### config.mk
export PLATFORM = sky130hd
export DESIGN_NAME = mem_store_ctrl_flat
export DESIGN_NICKNAME = d
export VERILOG_FILES = /design/src/rtl/mem_store_if.sv /design/src/rtl/mem_store_ctrl.sv /design/src/flat_wrapper.sv
export SDC_FILE = /design/constraint.sdc
export NUM_CORES = 1
export LEC_CHECK = 0
export ABC_AREA = 0
export BUFFER_PORTS_ARGS = -buffer_cell sky130_fd_sc_hd__buf_2
export CORE_MARGIN = 2
export CORE_UTILIZATION = 51
export CTS_CLUSTER_SIZE = 16
export DETAILED_ROUTE_END_ITERATION = 8
export PLACE_DENSITY = 0.85
export SLEW_MARGIN = 30
export SYNTH_ARGS = -nofsm -noshare
export SYNTH_HDL_FRONTEND = slang
export SYNTH_SLANG_ARGS = --single-unit
### constraint.sdc
create_clock -name clk -period 2.37 [get_ports clk]
set_input_delay 0.3555 -clock clk [delete_from_list [all_inputs] [get_ports clk]]
set_output_delay 0.3555 -clock clk [all_outputs]
set_load 0.005 [all_outputs]
### src/rtl/mem_store_if.sv
// Store-request / RAM-write bundle between the MEM stage, mem_store_ctrl and the byte-wide RAM.
interface mem_store_if #(
    parameter int unsigned ADDR_W = 17,
    parameter int unsigned DATA_W = 32
);
    logic              st_req;
    logic [ADDR_W-1:0] st_addr;
    logic [DATA_W-1:0] st_data;
    logic [1:0]        st_size;
    logic              st_ready;
    logic              st_done;
    logic              st_err;
    logic [ADDR_W-1:0] mem_addr;
    logic [7:0]        mem_dout;
    logic              mem_we;

    // Pipeline / bench side: issues stores and observes the RAM port.
    modport master (
        output st_req, st_addr, st_data, st_size,
        input  st_ready, st_done, st_err, mem_addr, mem_dout, mem_we
    );

    // Store controller side.
    modport slave (
        input  st_req, st_addr, st_data, st_size,
        output st_ready, st_done, st_err, mem_addr, mem_dout, mem_we
    );
endinterface

### src/rtl/mem_store_ctrl.sv
// Serialises one 8/16/32-bit store onto the byte-wide RAM port, little-endian, one byte per cycle.
// Optional MEM_STORE_ALIGN_CHECK_EN rejects misaligned SH/SW with st_done+st_err and no RAM write.
module mem_store_ctrl #(
    parameter int unsigned ADDR_W = 17,
    parameter int unsigned DATA_W = 32
) (
    input  logic        clk,
    input  logic        rst,
    mem_store_if.slave  bus
);

    localparam int unsigned CNT_W = 3;

    typedef enum logic [1:0] {
        S_IDLE  = 2'd0,
        S_WRITE = 2'd1,
        S_DONE  = 2'd2
    } state_t;

    state_t            state_q, state_d;
    logic [CNT_W-1:0]  cnt_q, cnt_d;
    logic [CNT_W-1:0]  len_q, len_d;
    logic [DATA_W-1:0] data_q, data_d;

    logic              ready_q, ready_d;
    logic              done_q, done_d;
    logic              err_q, err_d;
    logic              we_q, we_d;
    logic [ADDR_W-1:0] addr_q, addr_d;
    logic [7:0]        dout_q, dout_d;

    logic [CNT_W-1:0]  req_len_c;
    logic              misalign_c;

    // Byte count of the incoming request; size 11 behaves as a word store.
    always_comb begin
        req_len_c = CNT_W'(4);
        case (bus.st_size)
            2'b00:   req_len_c = CNT_W'(1);
            2'b01:   req_len_c = CNT_W'(2);
            default: req_len_c = CNT_W'(4);
        endcase
    end

`ifdef MEM_STORE_ALIGN_CHECK_EN
    assign misalign_c = ((bus.st_size == 2'b01) && bus.st_addr[0]) ||
                        (bus.st_size[1] && (bus.st_addr[1:0] != 2'b00));
`else
    assign misalign_c = 1'b0;
`endif

    // State and output registers; outputs are computed one cycle ahead in the comb block.
    always_ff @(posedge clk) begin
        if (rst) begin
            state_q <= S_IDLE;
            cnt_q   <= '0;
            len_q   <= '0;
            data_q  <= '0;
            ready_q <= 1'b1;
            done_q  <= 1'b0;
            err_q   <= 1'b0;
            we_q    <= 1'b0;
            addr_q  <= '0;
            dout_q  <= '0;
        end else begin
            state_q <= state_d;
            cnt_q   <= cnt_d;
            len_q   <= len_d;
            data_q  <= data_d;
            ready_q <= ready_d;
            done_q  <= done_d;
            err_q   <= err_d;
            we_q    <= we_d;
            addr_q  <= addr_d;
            dout_q  <= dout_d;
        end
    end

    // Next state and next registered outputs; cnt counts bytes already placed on the port.
    always_comb begin
        state_d = state_q;
        cnt_d   = cnt_q;
        len_d   = len_q;
        data_d  = data_q;
        ready_d = 1'b0;
        done_d  = 1'b0;
        err_d   = 1'b0;
        we_d    = 1'b0;
        addr_d  = addr_q;
        dout_d  = dout_q;

        case (state_q)
            S_IDLE: begin
                ready_d = 1'b1;
                if (bus.st_req) begin
                    ready_d = 1'b0;
                    if (misalign_c) begin
                        state_d = S_DONE;
                        done_d  = 1'b1;
                        err_d   = 1'b1;
                    end else begin
                        state_d = S_WRITE;
                        we_d    = 1'b1;
                        addr_d  = bus.st_addr;
                        dout_d  = bus.st_data[7:0];
                        data_d  = bus.st_data >> 8;
                        len_d   = req_len_c;
                        cnt_d   = CNT_W'(1);
                    end
                end
            end

            S_WRITE: begin
                if (cnt_q == len_q) begin
                    state_d = S_DONE;
                    done_d  = 1'b1;
                end else begin
                    we_d   = 1'b1;
                    addr_d = addr_q + ADDR_W'(1);
                    dout_d = data_q[7:0];
                    data_d = data_q >> 8;
                    cnt_d  = cnt_q + CNT_W'(1);
                end
            end

            S_DONE: begin
                state_d = S_IDLE;
                ready_d = 1'b1;
                cnt_d   = '0;
            end

            default: begin
                state_d = S_IDLE;
                ready_d = 1'b1;
                cnt_d   = '0;
            end
        endcase
    end

    assign bus.st_ready = ready_q;
    assign bus.st_done  = done_q;
    assign bus.st_err   = err_q;
    assign bus.mem_we   = we_q;
    assign bus.mem_addr = addr_q;
    assign bus.mem_dout = dout_q;

endmodule

### src/flat_wrapper.sv
// flat-port wrapper written by rule: the top's interface ports become plain ports
module mem_store_ctrl_flat 
#(
    parameter int unsigned ADDR_W = 17,
    parameter int unsigned DATA_W = 32
)
  (clk, rst, bus_st_req, bus_st_addr, bus_st_data, bus_st_size, bus_st_ready, bus_st_done, bus_st_err, bus_mem_addr, bus_mem_dout, bus_mem_we);
  mem_store_if #(.ADDR_W(ADDR_W), .DATA_W(DATA_W)) bus_i ();
  input  logic clk;
  input  logic rst;
  input wire logic [$bits(bus_i.st_req)-1:0] bus_st_req;
  input wire logic [$bits(bus_i.st_addr)-1:0] bus_st_addr;
  input wire logic [$bits(bus_i.st_data)-1:0] bus_st_data;
  input wire logic [$bits(bus_i.st_size)-1:0] bus_st_size;
  output wire logic [$bits(bus_i.st_ready)-1:0] bus_st_ready;
  output wire logic [$bits(bus_i.st_done)-1:0] bus_st_done;
  output wire logic [$bits(bus_i.st_err)-1:0] bus_st_err;
  output wire logic [$bits(bus_i.mem_addr)-1:0] bus_mem_addr;
  output wire logic [$bits(bus_i.mem_dout)-1:0] bus_mem_dout;
  output wire logic [$bits(bus_i.mem_we)-1:0] bus_mem_we;
  assign bus_i.st_req = bus_st_req;
  assign bus_i.st_addr = bus_st_addr;
  assign bus_i.st_data = bus_st_data;
  assign bus_i.st_size = bus_st_size;
  assign bus_st_ready = bus_i.st_ready;
  assign bus_st_done = bus_i.st_done;
  assign bus_st_err = bus_i.st_err;
  assign bus_mem_addr = bus_i.mem_addr;
  assign bus_mem_dout = bus_i.mem_dout;
  assign bus_mem_we = bus_i.mem_we;
  mem_store_ctrl #(.ADDR_W(ADDR_W), .DATA_W(DATA_W)) u_core (.clk(clk), .rst(rst), .bus(bus_i));
endmodule
==> metrics.md <==
| Metric | Value |
|---|---|
| Hold path start | `bus_st_data[28]` |
| Crit Path Category | `reg -> reg` |
| Per-cell routed wire length | `16.6 um` |
| Setup Skew | `0.00674 ns` |
| Largest cells by area after synthesis | `dfxtp_1, o2bb2ai_1, mux2i_1` |
| Count of final hold-check violations | `0` |
| Clock latency of the later-clocked register in the worst-skew pair | `0.34 ns` |
| Port buffer count | `81` |
| Vias per std cell | `6.02` |
| Final HPWL DP | `4930 um` |
| Antenna violations before repair | `0` |
| Non-filler instance count after layout | `437` |
| Fmax achieved | `0.504 GHz` |
| Unique masters post-synth | `54` |
| Starting density of the core | `51.9%` |
| Final ANT Viol Nets | `0` |
| Count of boundary I/O pins | `83` |
| Post-synthesis cell count | `283` |
| Final total power | `2.93 mW` |
| Hold Buf Count CTS | `0` |
| Setup TNS | `0 ns` |
| Worst Reg-to-Reg Cells | `5` |
| Final critical path time including I/O delays and setup | `1.99 ns` |
| Hold-critical path endpoint | `u_core.data_q[20]` |
| Async set or reset register ratio after synthesis | `0%` |
| Primary flip-flop cell chosen by synthesis mapping | `dfxtp_1` |
| Number of design-rule violations left by the first detailed-router iteration | `300` |
| Fraction of post-synthesis cell area in the top cell type by area | `42.5%` |
| Worst Setup Start Kind | `flip-flop` |
| Share of layout cells above drive strength 1 | `31.5%` |
| Worst endpoint data arrival time | `2.24 ns` |
| Beginning of the worst register-to-register path | `u_core.state_q[0]` |
| Util after Layout | `64.7%` |
| Core box area | `5440 um2` |
| VDD IR-drop max | `0.555 mV` |
| Mean area per synthesized cell | `9.98 um2` |
| Clock tree from TritonCTS | `done` |
| Critical path's largest stage delay | `0.53 ns` |
| Portion of the clock cycle consumed by the worst path in the final layout | `83.8%` |
| Leftover overflow at the end of global routing | `0` |
| Net count of the mapped netlist | `339` |
| Static leakage | `1.56 nW` |
| Number of enable-type register cells in the synthesized netlist | `0` |
| Postcts setup bufs | `0` |
| Count of max-cap constraint violations | `0` |
| Yosys top cell by area | `dfxtp_1` |
| Ratio of total power to cell area | `831 nW/um2` |
| Clock Root Buffer | `clkbuf_8` |
| Post-Syn Area | `2820 um2` |
| Cells along the critical path | `or3b_1 -> nand2b_2 -> nor2_2 -> buf_4 -> o2bb2ai_1` |
| CTS H-Tree Depth | `3` |
| Total global routing track utilization | `24.4%` |
| Total via count after detailed routing | `2,632` |
| Worst rel slew slack | `54.9%` |
| Layout Area Growth over Synthesis | `24.7%` |
| Vertical die dimension | `78.4 um` |
| Synthesis-stage register bit count | `60` |
| Number of DRC violations after detailed routing | `0` |
| Count of final max-slew check failures | `0` |
| CTS max path bufs | `2` |
| Die area | `6150 um2` |
| Tightest Pin Transition | `0.672 ns` |
| Number of stages on the worst hold path | `2` |
| Clock slew seen by the registers of the worst setup and hold paths | `0.07 ns` |
| Sequential fraction of the synthesis area | `42.5%` |
| Worst setup path startpoint | `u_core.state_q[0]` |
| Number of synthesis warnings | `0` |
| Routed Wire Length | `7260 um` |
| Reg2Reg Setup Slack | `0.38 ns` |
| Final net count | `416` |
| Maximum fanout encountered on the critical timing path | `34` |
| Final Setup Violations | `0` |
| Total placed cells including tap cells | `421` |
| Smallest setup slack after layout | `0.384 ns` |
| Worst hold-check path type | `in -> reg` |
| Required @ worst endpoint | `2.62 ns` |
| Standard-cell rows | `27` |
| Wire length of the first global-routing pass | `11,700 um` |
| Cts bufs inserted | `9` |
| Number of global-route vias before repair | `2,438` |
| Sink Count | `60` |
| Number of antenna diodes | `0` |
| Unrepaired setup endpoints after global routing | `no` |
| Width of the chip | `78.4 um` |
| Post-cts resize count | `0` |
| Crit Reg-Reg Endpoint | `u_core.data_q[12]` |
| Critical path endpoint category | `flip-flop` |
| Maximum number of pins on one net before global-route repair | `59` |
| Final GP Congestion | `0.955` |
| Worst slack at placement | `0.437 ns` |
| Iteration count of the initial detailed-routing pass | `5` |
| Slowest library cell on the worst path | `dfxtp_1` |
| Status | `finished, final reports clean` |
==> per-stage QoR <==
| step | hold WS, ns | instance area [um2] |
|---|---|---|
| after global routing | 0.231 | 3520 |
| final | 0.229 | 3520 |
| after detailed placement | 0.446 | 3250 |
| after global placement | 0.443 | 3250 |
| after CTS | 0.218 | 3520 |
| after floorplan | 0.432 | 2820 |
==> layout by cell type (no fill, tap or decap), types with 8 or more instances in the layout <==
master | synthesis | final
nand4_1 | 9 | 9
nand2_1 | 14 | 14
a22o_1 | 12 | 12
o22ai_1 | 9 | 9
buf_2 | 10 | 81
clkbuf_8 | 0 | 9
o2bb2ai_1 | 31 | 31
nor3_1 | 8 | 8
nor2_1 | 15 | 15
dfxtp_1 | 60 | 60
a21oi_1 | 9 | 9
mux2i_1 | 25 | 25
==> worst max-delay path, delay by kind of cell, from the launching register on <==
kind,cells,cell delay (ns)
buffers and inverters,1,0.39
AOI/OAI and AO/OA,1,0.19
DFF,1,0.53
and+or+nand+nor,3,0.78
==> worst max-delay path by stage <==
| stage | slack (ns) | cells after the start | endpoint |
|---|---|---|---|
| CTS | 0.42 | 5 | u_core.data_q[12] |
| detailed placement | 0.44 | 6 | u_core.data_q[22] |
| global route | 0.26 | 5 | u_core.bus.mem_addr[14] |
| finish | 0.38 | 5 | u_core.data_q[12] |
| global placement | 0.49 | 6 | u_core.data_q[21] |
| floorplan | 0.64 | 5 | u_core.bus.mem_addr[10] |
==> metal layers <==
layer	vias up	part of all wire, %	global-route usage, %
li1	1257	-	-
met1	1229	44	32.8
met5	-	0	0
met3	18	7.8	4.94
met4	0	2.2	11.8
met2	128	46	37.6
==> sequential cells by signal, summed over array words and instances, names as in the netlist <==
signal               flops
u_core.cnt_q             3
u_core.bus.st_done       1
u_core.state_q           2
u_core.len_q             3
u_core.data_q           24
u_core.bus.st_ready      1
u_core.bus.mem_dout      8
u_core.bus.mem_we        1
u_core.bus.mem_addr     17
==> cell families (layout without fill, tap and decap cells) <==
kind of cell	after synthesis	in the layout	share of synthesized area, %
buffers and inverters	24	106	4.83
flip-flops	60	60	42.5
XOR/XNOR	6	6	1.86
AO/OA/AOI/OAI	92	92	26.9
other	1	1	0.133
multiplexers	26	26	9.26
adder cells (fa/ha/maj)	2	2	0.886
AND/OR/NAND/NOR	72	72	13.6
==> cell type report <==
class                   count  area (um2)
repair buffers             86         455
fillers                   461        1920
clock buffers               9         124
multi-input cells         199        1490
clock inverters             7         146
flip-flops and latches     60        1200
inverters                   4        15.0
well taps                  72        90.1
==> synthesized netlist by cell type, drive strengths merged, types with 5 or more instances <==
cell type  number
nand3           5
o22ai           9
mux2i          25
buf            18
nor3            8
nand4           9
nor2           16
dfxtp          60
nand2          14
a21oi           9
a22o           12
o2bb2ai        31
nor4            6
==> where the power goes <==
part | switching [mW] | internal, mW | total [mW]
logic | 0.253 | 0.220 | 0.473
clock network | 0.429 | 0.812 | 1.24
registers | 0.102 | 1.11 | 1.21
total | 0.784 | 2.14 | 2.93
Power figures use the tool's default switching activity.
